## config.mk

```make
export PLATFORM = sky130hd
export DESIGN_NAME = baud_gen
export DESIGN_NICKNAME = d
export VERILOG_FILES = /design/src/rtl/baud_gen.sv
export SDC_FILE = /design/constraint.sdc
export NUM_CORES = 1
export LEC_CHECK = 0
export ABC_AREA = 1
export CAP_MARGIN = 20
export CORE_MARGIN = 2
export CORE_UTILIZATION = 40
export CTS_CLUSTER_DIAMETER = 30
export CTS_CLUSTER_SIZE = 20
export DETAILED_ROUTE_END_ITERATION = 8
export MAX_ROUTING_LAYER = met4
export PLACE_DENSITY_LB_ADDON = 0.1
export SLEW_MARGIN = 15
export SYNTH_ARGS = -nofsm -noshare
export SYNTH_HDL_FRONTEND = slang
export SYNTH_SLANG_ARGS = --single-unit
```

## constraint.sdc

```tcl
create_clock -name clk -period 3.35 [get_ports clk]
set_input_delay 1.005 -clock clk [delete_from_list [all_inputs] [get_ports clk]]
set_output_delay 1.005 -clock clk [all_outputs]
set_load 0.03 [all_outputs]
```

## src/rtl/baud_gen.sv

```systemverilog
// Baud-rate tick generator: programmable bit period with a transmit tick and an
// oversampled receive tick stream that marks the bit centre and bit end.
module baud_gen #(
  parameter int CLK_FREQ     = 100000000,
  parameter int BAUD_DEFAULT = 9600,
  parameter int OVERSAMPLE   = 16,
  parameter int DIV_W        = 24
) (
  input  logic             clk,
  input  logic             rst_n,
  input  logic             div_load,
  input  logic [DIV_W-1:0] div_value,
  input  logic             tx_en,
  input  logic             rx_en,
  input  logic             rx_resync,
  output logic             tx_tick,
  output logic             rx_tick,
  output logic             rx_mid,
  output logic             rx_bit,
  output logic [DIV_W-1:0] div_cur
);

  localparam int PH_W    = $clog2(OVERSAMPLE);
  localparam int RAW_DEF = CLK_FREQ / BAUD_DEFAULT;
  localparam logic [DIV_W-1:0] MIN_DIV = DIV_W'(2 * OVERSAMPLE);
  localparam logic [DIV_W-1:0] RST_DIV = (RAW_DEF < 2 * OVERSAMPLE) ? MIN_DIV : DIV_W'(RAW_DEF);
  localparam logic [PH_W-1:0]  MID_PH  = PH_W'(OVERSAMPLE / 2 - 1);

  // Periods shorter than two oversample periods would leave no room for a centre sample.
  function automatic logic [DIV_W-1:0] clamp_div(input logic [DIV_W-1:0] v);
    return (v < MIN_DIV) ? MIN_DIV : v;
  endfunction

  logic [DIV_W-1:0] r_div;
  logic [DIV_W-1:0] r_tx_cnt;
  logic [DIV_W-1:0] r_rx_cnt;
  logic [PH_W-1:0]  r_phase;
  logic             r_tx_tick;
  logic             r_rx_tick;
  logic             r_rx_mid;
  logic             r_rx_bit;

  logic [DIV_W-1:0] w_rx_per;
  logic             w_tx_wrap;
  logic             w_rx_wrap;

  // OVERSAMPLE is a power of two, so the division is a shift and the remainder is dropped.
  assign w_rx_per  = r_div >> PH_W;
  assign w_tx_wrap = (r_tx_cnt >= r_div - 1'b1);
  assign w_rx_wrap = (r_rx_cnt >= w_rx_per - 1'b1);

  always_ff @(posedge clk) begin
    if (!rst_n) begin
      r_div     <= RST_DIV;
      r_tx_cnt  <= '0;
      r_rx_cnt  <= '0;
      r_phase   <= '0;
      r_tx_tick <= 1'b0;
      r_rx_tick <= 1'b0;
      r_rx_mid  <= 1'b0;
      r_rx_bit  <= 1'b0;
    end else if (div_load) begin
      r_div     <= clamp_div(div_value);
      r_tx_cnt  <= '0;
      r_rx_cnt  <= '0;
      r_phase   <= '0;
      r_tx_tick <= 1'b0;
      r_rx_tick <= 1'b0;
      r_rx_mid  <= 1'b0;
      r_rx_bit  <= 1'b0;
    end else begin
      if (!tx_en) begin
        r_tx_cnt  <= '0;
        r_tx_tick <= 1'b0;
      end else if (w_tx_wrap) begin
        r_tx_cnt  <= '0;
        r_tx_tick <= 1'b1;
      end else begin
        r_tx_cnt  <= r_tx_cnt + 1'b1;
        r_tx_tick <= 1'b0;
      end

      // The phase counter holds the number of rx ticks already issued in this bit.
      if (!rx_en || rx_resync) begin
        r_rx_cnt  <= '0;
        r_phase   <= '0;
        r_rx_tick <= 1'b0;
        r_rx_mid  <= 1'b0;
        r_rx_bit  <= 1'b0;
      end else if (w_rx_wrap) begin
        r_rx_cnt  <= '0;
        r_phase   <= r_phase + 1'b1;
        r_rx_tick <= 1'b1;
        r_rx_mid  <= (r_phase == MID_PH);
        r_rx_bit  <= (r_phase == {PH_W{1'b1}});
      end else begin
        r_rx_cnt  <= r_rx_cnt + 1'b1;
        r_rx_tick <= 1'b0;
        r_rx_mid  <= 1'b0;
        r_rx_bit  <= 1'b0;
      end
    end
  end

  assign tx_tick = r_tx_tick;
  assign rx_tick = r_rx_tick;
  assign rx_mid  = r_rx_mid;
  assign rx_bit  = r_rx_bit;
  assign div_cur = r_div;

endmodule

```

==> run_summary.xml, run 1 <==
<?xml version="1.0" encoding="UTF-8"?>
<metrics>
  <group name="status">
    <metric name="outcome" unit="">finished clean</metric>
  </group>
  <group name="setup_path">
    <metric name="cp-end-kind" unit="">flop</metric>
    <metric name="worst_r2r_startpoint" unit="">div_cur[7]$_SDFFE_PN1P_</metric>
    <metric name="worst-path-max-fanout" unit="">11</metric>
    <metric name="r2r.worst_path.cells" unit="">19</metric>
    <metric name="regToRegEndpoint" unit="">r_rx_cnt[16]$_SDFF_PP0_</metric>
    <metric name="path_class" unit="">reg -&gt; reg</metric>
    <metric name="crit_path_end" unit="">r_rx_cnt[16]$_SDFF_PP0_</metric>
    <metric name="critical_path_arrival" unit="ns">3.28</metric>
    <metric name="startpoint_type" unit="">flop</metric>
    <metric name="worst-r2r-setup-slack" unit="ns">0.30</metric>
    <metric name="worstPathRequired" unit="ns">3.58</metric>
    <metric name="startpoint" unit="">div_cur[7]$_SDFFE_PN1P_</metric>
  </group>
  <group name="synth">
    <metric name="synth_sequential_area_ratio" unit="">0.285</metric>
    <metric name="most_frequent_cell_after_synthesis" unit="">nand2_1</metric>
    <metric name="synthFlopType" unit="">dfxtp_1</metric>
    <metric name="postSynthAreaPerCell" unit="sq um">7.28</metric>
    <metric name="synth_fp_nets" unit="">854</metric>
    <metric name="async_reset_ff_frac" unit="">0</metric>
    <metric name="mappedNetlistArea" unit="sq mm">0.00561</metric>
    <metric name="post-synth-top-area-fraction" unit="">0.285</metric>
    <metric name="ys_top_cells_by_area" unit="">dfxtp_1, ha_1, nand2_1</metric>
    <metric name="synth_area_leader_cell" unit="">dfxtp_1</metric>
    <metric name="yosysUniqueCellTypes" unit="">37</metric>
    <metric name="synthTopCellsByCount" unit="">nand2_1, inv_1, nor2_1</metric>
    <metric name="synth_seq_cells" unit="">80</metric>
    <metric name="yosys_warnings" unit="">0</metric>
    <metric name="edff_count_synth" unit="">0</metric>
    <metric name="synthCells" unit="">771</metric>
  </group>
  <group name="timing">
    <metric name="achievable-frequency" unit="MHz">328</metric>
    <metric name="worst_slew_margin_rel" unit="">0.598</metric>
    <metric name="finalSetupViolCount" unit="">0</metric>
    <metric name="setup-tns-final" unit="ns">0</metric>
    <metric name="post-route-min-period" unit="ns">3.05</metric>
    <metric name="final.period_utilization" unit="">0.910</metric>
    <metric name="timing.clock.skew" unit="ns">0.00777</metric>
    <metric name="rsz0062_at_grt" unit="">false</metric>
    <metric name="setup_ws" unit="ns">0.303</metric>
    <metric name="finalHoldViolCount" unit="">0</metric>
    <metric name="timing_max_transition_violations_final" unit="">0</metric>
    <metric name="tightest_slew" unit="ns">0.598</metric>
  </group>
  <group name="clock_tree">
    <metric name="insertion_delay" unit="ns">0.35</metric>
    <metric name="clkSinkCount" unit="">80</metric>
    <metric name="tritoncts.num_buffers" unit="">9</metric>
    <metric name="ctsRootBufferMaster" unit="">clkbuf_16</metric>
    <metric name="cts_tree" unit="">done</metric>
    <metric name="cts.clk_slew.worst_paths" unit="ns">0.07</metric>
    <metric name="htree_levels" unit="">3</metric>
    <metric name="cts_buffer_depth" unit="">2</metric>
    <metric name="ctsHoldBuffers" unit="">0</metric>
  </group>
  <group name="floorplanning">
    <metric name="initial_utilization" unit="">0.407</metric>
    <metric name="core_area" unit="sq mm">0.0138</metric>
    <metric name="fp.dieW" unit="um">122</metric>
    <metric name="num_io_pins" unit="">58</metric>
    <metric name="number_of_rows_created_at_floorplan" unit="">43</metric>
    <metric name="design.die.area" unit="sq mm">0.0150</metric>
    <metric name="die_h" unit="um">122</metric>
  </group>
  <group name="global_route">
    <metric name="grt_pass1_wl" unit="um">23900</metric>
    <metric name="met2_usage" unit="">0.310</metric>
    <metric name="grt_antenna_before_repair" unit="">0</metric>
    <metric name="grtUsageTotal" unit="">0.213</metric>
    <metric name="grt-ovfl-total" unit="">0</metric>
    <metric name="pin_count_of_the_biggest_net_entering_global_routing" unit="">25</metric>
    <metric name="busiest_layer" unit="">met2</metric>
    <metric name="met1_usage" unit="">0.300</metric>
    <metric name="grt_use_met3" unit="">0.0339</metric>
    <metric name="first_global_vias" unit="">4709</metric>
  </group>
  <group name="cells_and_area">
    <metric name="seqCellArea" unit="sq mm">0.00160</metric>
    <metric name="fraction_of_final_layout_cells_with_drive_strength_greater_than_1" unit="">0.108</metric>
    <metric name="fillerInstances" unit="">1444</metric>
    <metric name="synthToLayoutAreaGrowth" unit="%">21.9</metric>
    <metric name="fin_nets" unit="">932</metric>
    <metric name="fin_area" unit="sq mm">0.00684</metric>
    <metric name="multi_input_comb_area" unit="sq mm">0.00352</metric>
    <metric name="finish.utilization" unit="">0.496</metric>
    <metric name="diode_count" unit="">0</metric>
  </group>
  <group name="run">
    <metric name="max-cap-violations" unit="">0</metric>
  </group>
  <group name="power">
    <metric name="p_leak" unit="nW">2.80</metric>
    <metric name="finalPower" unit="mW">2.36</metric>
    <metric name="ir_drop" unit="mV">0.196</metric>
    <metric name="cellPowerDensity" unit="mW/mm^2">345</metric>
  </group>
  <group name="placement">
    <metric name="pre_cts_slack" unit="ns">0.154</metric>
    <metric name="dp.final_hpwl" unit="um">11900</metric>
    <metric name="place_congestion" unit="">0.865</metric>
    <metric name="io_buffers" unit="">57</metric>
    <metric name="placedInstanceArea" unit="sq mm">0.00649</metric>
  </group>
  <group name="detailed_routing">
    <metric name="antenna_nets_post_route" unit="">0</metric>
    <metric name="drc_violations_left" unit="">0</metric>
    <metric name="number_of_vias_after_detailed_routing" unit="">4952</metric>
    <metric name="finalWirelength" unit="um">14600</metric>
    <metric name="detail_route.iter0.violations" unit="">296</metric>
    <metric name="routedWlPerCell" unit="um">14.1</metric>
    <metric name="detail_route.vias_per_cell" unit="">4.79</metric>
    <metric name="drt_pre_antenna_iters" unit="">5</metric>
  </group>
  <group name="worst_hold_path">
    <metric name="worst_hold_path_type" unit="">reg -&gt; reg</metric>
    <metric name="hold_crit_depth" unit="">1</metric>
  </group>
</metrics>
power by group:
group	switching, mW	internal [mW]	leakage, nW	total [mW]
clock	0.442	0.584	0.139	1.03
sequential	0.0222	0.969	0.649	0.992
combinational	0.201	0.139	2.01	0.340
logic make-up (layout without fill, tap and decap cells):
kind of cell / Yosys count / in the layout / share of synthesized area
DFF: 80 / 80 / 0.285
adders and majority gates: 53 / 53 / 0.118
xor gates and xnor gates: 80 / 80 / 0.125
buffers and inverters: 125 / 208 / 0.0910
and+or+nand+nor: 375 / 375 / 0.321
AOI/OAI and AO/OA: 58 / 58 / 0.0600
metal layers:
layer  vias to the layer above  wire length [um]
met1                      2208              7440
met5                         -                 0
li1                       2606                 -
met4                         0               265
met3                        17               756
met2                       121              6160
what timing repair did:
item / 4_1_cts / 5_1_grt
endpoints found under the hold margin: 0 / 0
resized for setup: 0 / 11
setup endpoints to repair: 0 / 28
setup buffers: 0 / 2
placed cells by master (no fill, tap or decap), types with 17 or more instances in the layout:
cell,netlist,final
dfxtp_1,80,80
ha_1,53,53
nor3_1,18,17
nor2_4,21,22
nand2_1,157,156
inv_1,113,110
a21oi_1,24,24
nor2_1,101,99
nand3_1,31,30
xor2_1,56,56
xnor2_1,24,24
clkdlybuf4s50_1,0,57
worst min-delay path by stage:
| stage | slack, ns | startpoint | end |
|---|---|---|---|
| final | 0.44 | r_tx_cnt[0]$_SDFF_PP0_ | r_tx_cnt[0]$_SDFF_PP0_ |
| after global routing | 0.49 | r_phase[3]$_SDFFE_PP0P_ | rx_bit$_SDFF_PP0_ |
| after CTS | 0.45 | r_tx_cnt[0]$_SDFF_PP0_ | r_tx_cnt[0]$_SDFF_PP0_ |
| after detailed placement | 0.44 | r_tx_cnt[0]$_SDFF_PP0_ | r_tx_cnt[0]$_SDFF_PP0_ |
| after global placement | 0.43 | r_tx_cnt[0]$_SDFF_PP0_ | r_tx_cnt[0]$_SDFF_PP0_ |
| after floorplan | 0.42 | r_tx_cnt[0]$_SDFF_PP0_ | r_tx_cnt[0]$_SDFF_PP0_ |
layout make-up:
cell class,count,area share
clock buffers,9,0.0329
clock inverters,7,0.0115
inverters,116,0.0648
multi-input cells,566,0.515
flip-flops and latches,80,0.234
well taps,180,0.0329
repair buffers,76,0.109
critical path: stages (launching register included):
cell and delay [ns]:
dfxtp_1 0.34, nor2_1 0.16, inv_1 0.09, nor2_1 0.22, nand2_1 0.17, nor3_2 0.23, nand2_1 0.10, xor2_1 0.14
inv_1 0.07, ha_1 0.29, nand2_1 0.08, nor2_1 0.16, nand4_1 0.11, nor2_2 0.13, nand2_2 0.11, nand2_4 0.13
nor2_8 0.05, inv_8 0.12, buf_12 0.18, nor2_4 0.03
state kept, by name, indices dropped and copies added, names as in the netlist:
| signal | flops |
|---|---|
| r_rx_cnt | 24 |
| rx_tick | 1 |
| div_cur | 24 |
| rx_mid | 1 |
| r_phase | 4 |
| tx_tick | 1 |
| r_tx_cnt | 24 |
| rx_bit | 1 |
metrics by stage:
step,hold WS (ns),std cells
final,0.442,1034
after global placement,0.430,1016
after global routing,0.488,1034
after detailed placement,0.435,1016
after floorplan,0.417,771
after CTS,0.447,1032
Note: power is estimated with default switching activity, not from simulation.
==> run 2, diff against run 1 <==
--- a/config.mk
+++ b/config.mk
@@ -5,7 +5,6 @@
 export SDC_FILE = /design/constraint.sdc
 export NUM_CORES = 1
 export LEC_CHECK = 0
-export ABC_AREA = 1
 export CAP_MARGIN = 20
 export CORE_MARGIN = 2
 export CORE_UTILIZATION = 40
@@ -14,7 +13,7 @@
 export DETAILED_ROUTE_END_ITERATION = 8
 export MAX_ROUTING_LAYER = met4
 export PLACE_DENSITY_LB_ADDON = 0.1
-export SLEW_MARGIN = 15
+export SLEW_MARGIN = 20
 export SYNTH_ARGS = -nofsm -noshare
 export SYNTH_HDL_FRONTEND = slang
 export SYNTH_SLANG_ARGS = --single-unit
==> run 2 against run 1 <==
Effect of this change:
- the run now ends with negative setup slack left
- hold slack better by 0.050 ns
- largest cell class unchanged
- highest routed layer unchanged
- final area up 5.5%
- area after synthesis decreased by 11%
- synthesized cell count down 26%
- clock power is 4% lower
- register-to-register slack got worse by 0.55 ns
- critical path depth is 6 lower
==> run_summary.xml, run 2 <==
<?xml version="1.0" encoding="UTF-8"?>
<metrics>
  <group name="setup_path">
    <metric name="critical_path_arrival" unit="ns">3.82</metric>
    <metric name="startpoint_type" unit="">flop</metric>
    <metric name="cp-end-kind" unit="">flop</metric>
    <metric name="worstPathRequired" unit="ns">3.58</metric>
    <metric name="path_class" unit="">reg -&gt; reg</metric>
    <metric name="r2r.worst_path.cells" unit="">13</metric>
    <metric name="worst-path-max-fanout" unit="">12</metric>
    <metric name="worst-r2r-setup-slack" unit="ns">-0.25</metric>
    <metric name="worst_r2r_startpoint" unit="">div_cur[4]$_SDFFE_PN1P_</metric>
    <metric name="regToRegEndpoint" unit="">r_tx_cnt[7]$_SDFF_PP0_</metric>
  </group>
  <group name="placement">
    <metric name="dp.final_hpwl" unit="um">10000</metric>
    <metric name="io_buffers" unit="">57</metric>
    <metric name="place_congestion" unit="">0.919</metric>
  </group>
  <group name="clock_tree">
    <metric name="clkSinkCount" unit="">80</metric>
    <metric name="cts_buffer_depth" unit="">2</metric>
    <metric name="ctsHoldBuffers" unit="">0</metric>
    <metric name="cts_tree" unit="">done</metric>
    <metric name="htree_levels" unit="">3</metric>
    <metric name="cts.clk_slew.worst_paths" unit="ns">0.06</metric>
    <metric name="insertion_delay" unit="ns">0.35</metric>
    <metric name="tritoncts.num_buffers" unit="">9</metric>
    <metric name="ctsRootBufferMaster" unit="">clkbuf_16</metric>
  </group>
  <group name="timing">
    <metric name="finalSetupViolCount" unit="">53</metric>
    <metric name="achievable-frequency" unit="MHz">278</metric>
    <metric name="worst_slew_margin_rel" unit="">0.407</metric>
    <metric name="setup_ws" unit="ns">-0.249</metric>
    <metric name="tightest_slew" unit="ns">0.881</metric>
    <metric name="timing.clock.skew" unit="ns">0.00495</metric>
    <metric name="timing_max_transition_violations_final" unit="">0</metric>
    <metric name="finalHoldViolCount" unit="">0</metric>
    <metric name="final.period_utilization" unit="">1.07</metric>
    <metric name="hold_ws" unit="ns">0.492</metric>
    <metric name="rsz0062_at_grt" unit="">true</metric>
    <metric name="post-route-min-period" unit="ns">3.60</metric>
  </group>
  <group name="cells_and_area">
    <metric name="synthToLayoutAreaGrowth" unit="%">45.2</metric>
    <metric name="most_common_cell_after_layout_fill_and_taps_aside" unit="">dfxtp_1</metric>
    <metric name="fraction_of_final_layout_cells_with_drive_strength_greater_than_1" unit="">0.267</metric>
    <metric name="fillerInstances" unit="">1048</metric>
    <metric name="diode_count" unit="">0</metric>
    <metric name="finish.utilization" unit="">0.598</metric>
    <metric name="layout_common_cells" unit="">dfxtp_1, buf_4, clkdlybuf4s50_1</metric>
    <metric name="fin_nets" unit="">779</metric>
  </group>
  <group name="synth">
    <metric name="synthCells" unit="">574</metric>
    <metric name="synth_fp_nets" unit="">657</metric>
    <metric name="yosysUniqueCellTypes" unit="">47</metric>
    <metric name="synthTopCellsByCount" unit="">dfxtp_1, nor2_1, ha_1</metric>
    <metric name="async_reset_ff_frac" unit="">0</metric>
    <metric name="postSynthAreaPerCell" unit="sq um">8.65</metric>
    <metric name="mappedNetlistArea" unit="sq mm">0.00497</metric>
    <metric name="post-synth-top-area-fraction" unit="">0.322</metric>
    <metric name="synthFlopType" unit="">dfxtp_1</metric>
    <metric name="synth_area_leader_cell" unit="">dfxtp_1</metric>
    <metric name="most_frequent_cell_after_synthesis" unit="">dfxtp_1</metric>
    <metric name="synth_seq_cells" unit="">80</metric>
    <metric name="yosys_warnings" unit="">0</metric>
    <metric name="ys_top_cells_by_area" unit="">dfxtp_1, ha_1, xnor2_1</metric>
    <metric name="edff_count_synth" unit="">0</metric>
    <metric name="synth_sequential_area_ratio" unit="">0.322</metric>
  </group>
  <group name="worst_hold_path">
    <metric name="hold_start" unit="">r_rx_cnt[0]$_SDFF_PP0_</metric>
    <metric name="hold_crit_depth" unit="">1</metric>
    <metric name="min_delay_worst_endpoint" unit="">r_rx_cnt[0]$_SDFF_PP0_</metric>
    <metric name="worst_hold_path_type" unit="">reg -&gt; reg</metric>
  </group>
  <group name="floorplanning">
    <metric name="num_io_pins" unit="">58</metric>
    <metric name="core_area" unit="sq mm">0.0121</metric>
    <metric name="number_of_rows_created_at_floorplan" unit="">40</metric>
    <metric name="design.die.area" unit="sq mm">0.0133</metric>
    <metric name="die_h" unit="um">115</metric>
    <metric name="fp.dieW" unit="um">115</metric>
    <metric name="initial_utilization" unit="">0.412</metric>
  </group>
  <group name="global_route">
    <metric name="grtUsageTotal" unit="">0.219</metric>
    <metric name="pin_count_of_the_biggest_net_entering_global_routing" unit="">26</metric>
    <metric name="grt_antenna_before_repair" unit="">0</metric>
    <metric name="met1_usage" unit="">0.281</metric>
    <metric name="grt-ovfl-total" unit="">0</metric>
    <metric name="busiest_layer" unit="">met2</metric>
    <metric name="met2_usage" unit="">0.351</metric>
    <metric name="grt_use_met3" unit="">0.0429</metric>
    <metric name="first_global_vias" unit="">4277</metric>
    <metric name="grt_pass1_wl" unit="um">21900</metric>
  </group>
  <group name="detailed_routing">
    <metric name="number_of_vias_after_detailed_routing" unit="">4403</metric>
    <metric name="finalWirelength" unit="um">13800</metric>
    <metric name="detail_route.iter0.violations" unit="">233</metric>
    <metric name="antenna_nets_post_route" unit="">0</metric>
    <metric name="detail_route.vias_per_cell" unit="">5.07</metric>
    <metric name="drt_pre_antenna_iters" unit="">4</metric>
    <metric name="drc_violations_left" unit="">0</metric>
    <metric name="routedWlPerCell" unit="um">15.8</metric>
  </group>
  <group name="status">
    <metric name="failed_checks" unit="">negative setup slack</metric>
    <metric name="outcome" unit="">finished, violations left</metric>
  </group>
  <group name="power">
    <metric name="power_switching_share" unit="">0.267</metric>
    <metric name="pwr-share-clk" unit="">0.418</metric>
    <metric name="finalPower" unit="mW">2.36</metric>
    <metric name="share_comb_of_total_power" unit="">0.165</metric>
    <metric name="seq_power_share" unit="">0.417</metric>
    <metric name="internal_power" unit="mW">1.73</metric>
    <metric name="cellPowerDensity" unit="mW/mm^2">328</metric>
    <metric name="p_switching" unit="mW">0.632</metric>
    <metric name="ir_drop" unit="mV">0.300</metric>
    <metric name="p_leak" unit="nW">2.70</metric>
  </group>
  <group name="run">
    <metric name="max-cap-violations" unit="">0</metric>
  </group>
</metrics>
[run 2: cell types whose count changed after synthesis, moves of 10 or more]
cell	change
nor3_1	+20
nand3_1	-10
mux2i_1	+19
inv_1	-99
xor2_1	-19
nand2_1	-116
clkbuf_1	+10
nor2_1	-44
xnor2_1	+24
nor2_4	-21
nor2_2	-10
nor2b_1	+23
[run 2: power groups by stage]
stage | registers [mW] | clock network [mW] | logic (mW)
2_1_floorplan | 1.04 | 0 | 0.156
3_3_place_gp | 1.00 | 0 | 0.348
3_5_place_dp | 1.00 | 0 | 0.352
4_1_cts | 0.985 | 1.01 | 0.367
5_1_grt | 0.987 | 1.06 | 0.422
6_report | 0.986 | 0.988 | 0.390
[run 2: worst max path at each step]
stage                                   to                     from  cells past startpoint
CTS                 r_tx_cnt[4]$_SDFF_PP0_  div_cur[5]$_SDFFE_PN1P_                     15
finish              r_tx_cnt[7]$_SDFF_PP0_  div_cur[4]$_SDFFE_PN1P_                     13
global route            tx_tick$_SDFF_PP0_  div_cur[6]$_SDFFE_PN0P_                     13
detailed placement  r_tx_cnt[4]$_SDFF_PP0_  div_cur[5]$_SDFFE_PN1P_                     14
floorplan           r_tx_cnt[1]$_SDFF_PP0_  div_cur[5]$_SDFFE_PN1P_                     16
global placement    r_tx_cnt[4]$_SDFF_PP0_  div_cur[5]$_SDFFE_PN1P_                     19
[run 2: metal layers]
layer,vias up,part of all wire
li1,2259,-
met1,2060,0.46
met2,61,0.49
met3,23,0.031
met4,0,0.023
met5,-,0
[run 2: cells by family (layout without fill, tap and decap cells)]
kind of cell	Yosys count	after routing	share of synthesized area
adder cells (fa/ha/maj)	53	53	0.134
flip-flops	80	80	0.322
multiplexers	19	19	0.0383
XOR/XNOR	85	85	0.150
buffers and inverters	37	164	0.0322
AO/OA/AOI/OAI	51	51	0.0657
AND/OR/NAND/NOR	249	249	0.258
[run 2: layout make-up]
| class | count | area [sq um] | area share |
|---|---|---|---|
| clock inverter | 6 | 66.3 | 0.00919 |
| multi-input combinational | 457 | 3760 | 0.522 |
| sequential | 80 | 1610 | 0.224 |
| timing repair buffer | 134 | 1270 | 0.176 |
| clock buffer | 10 | 229 | 0.0317 |
| inverter | 14 | 57.6 | 0.00798 |
| tap | 168 | 210 | 0.0291 |
[run 2: timing repair]
| item | 4_1_cts | 5_1_grt |
|---|---|---|
| resized for setup | 26 | 73 |
| cloned | 1 | 4 |
| setup endpoints to repair | 56 | 56 |
| pin swaps | 15 | 26 |
| buffers inserted | 8 | 7 |
[run 2: critical path, stage by stage (launching register included)]
cell and delay (ns):
dfxtp_4 0.34, or3_4 0.36, or4b_4 0.58, or2_4 0.30, nor3_4 0.17, xnor2_1 0.10
ha_1 0.30, nand4_1 0.16, nor4_4 0.42, o2111ai_2 0.19, a21oi_2 0.15, or3_4 0.21
buf_16 0.16, nor3_2 0.04
[run 2: per-stage QoR]
stage | std cells | worst slack, ns | cell area (sq um) | setup TNS [ns]
2_1_floorplan | 574 | -0.337 | 5170 | -10.28
3_3_place_gp | 835 | -0.504 | 6270 | -16.40
3_5_place_dp | 835 | -0.526 | 6270 | -18.98
4_1_cts | 860 | -0.213 | 6770 | -4.63
5_1_grt | 869 | -0.431 | 7210 | -16.76
6_report | 869 | -0.249 | 7210 | -8.18
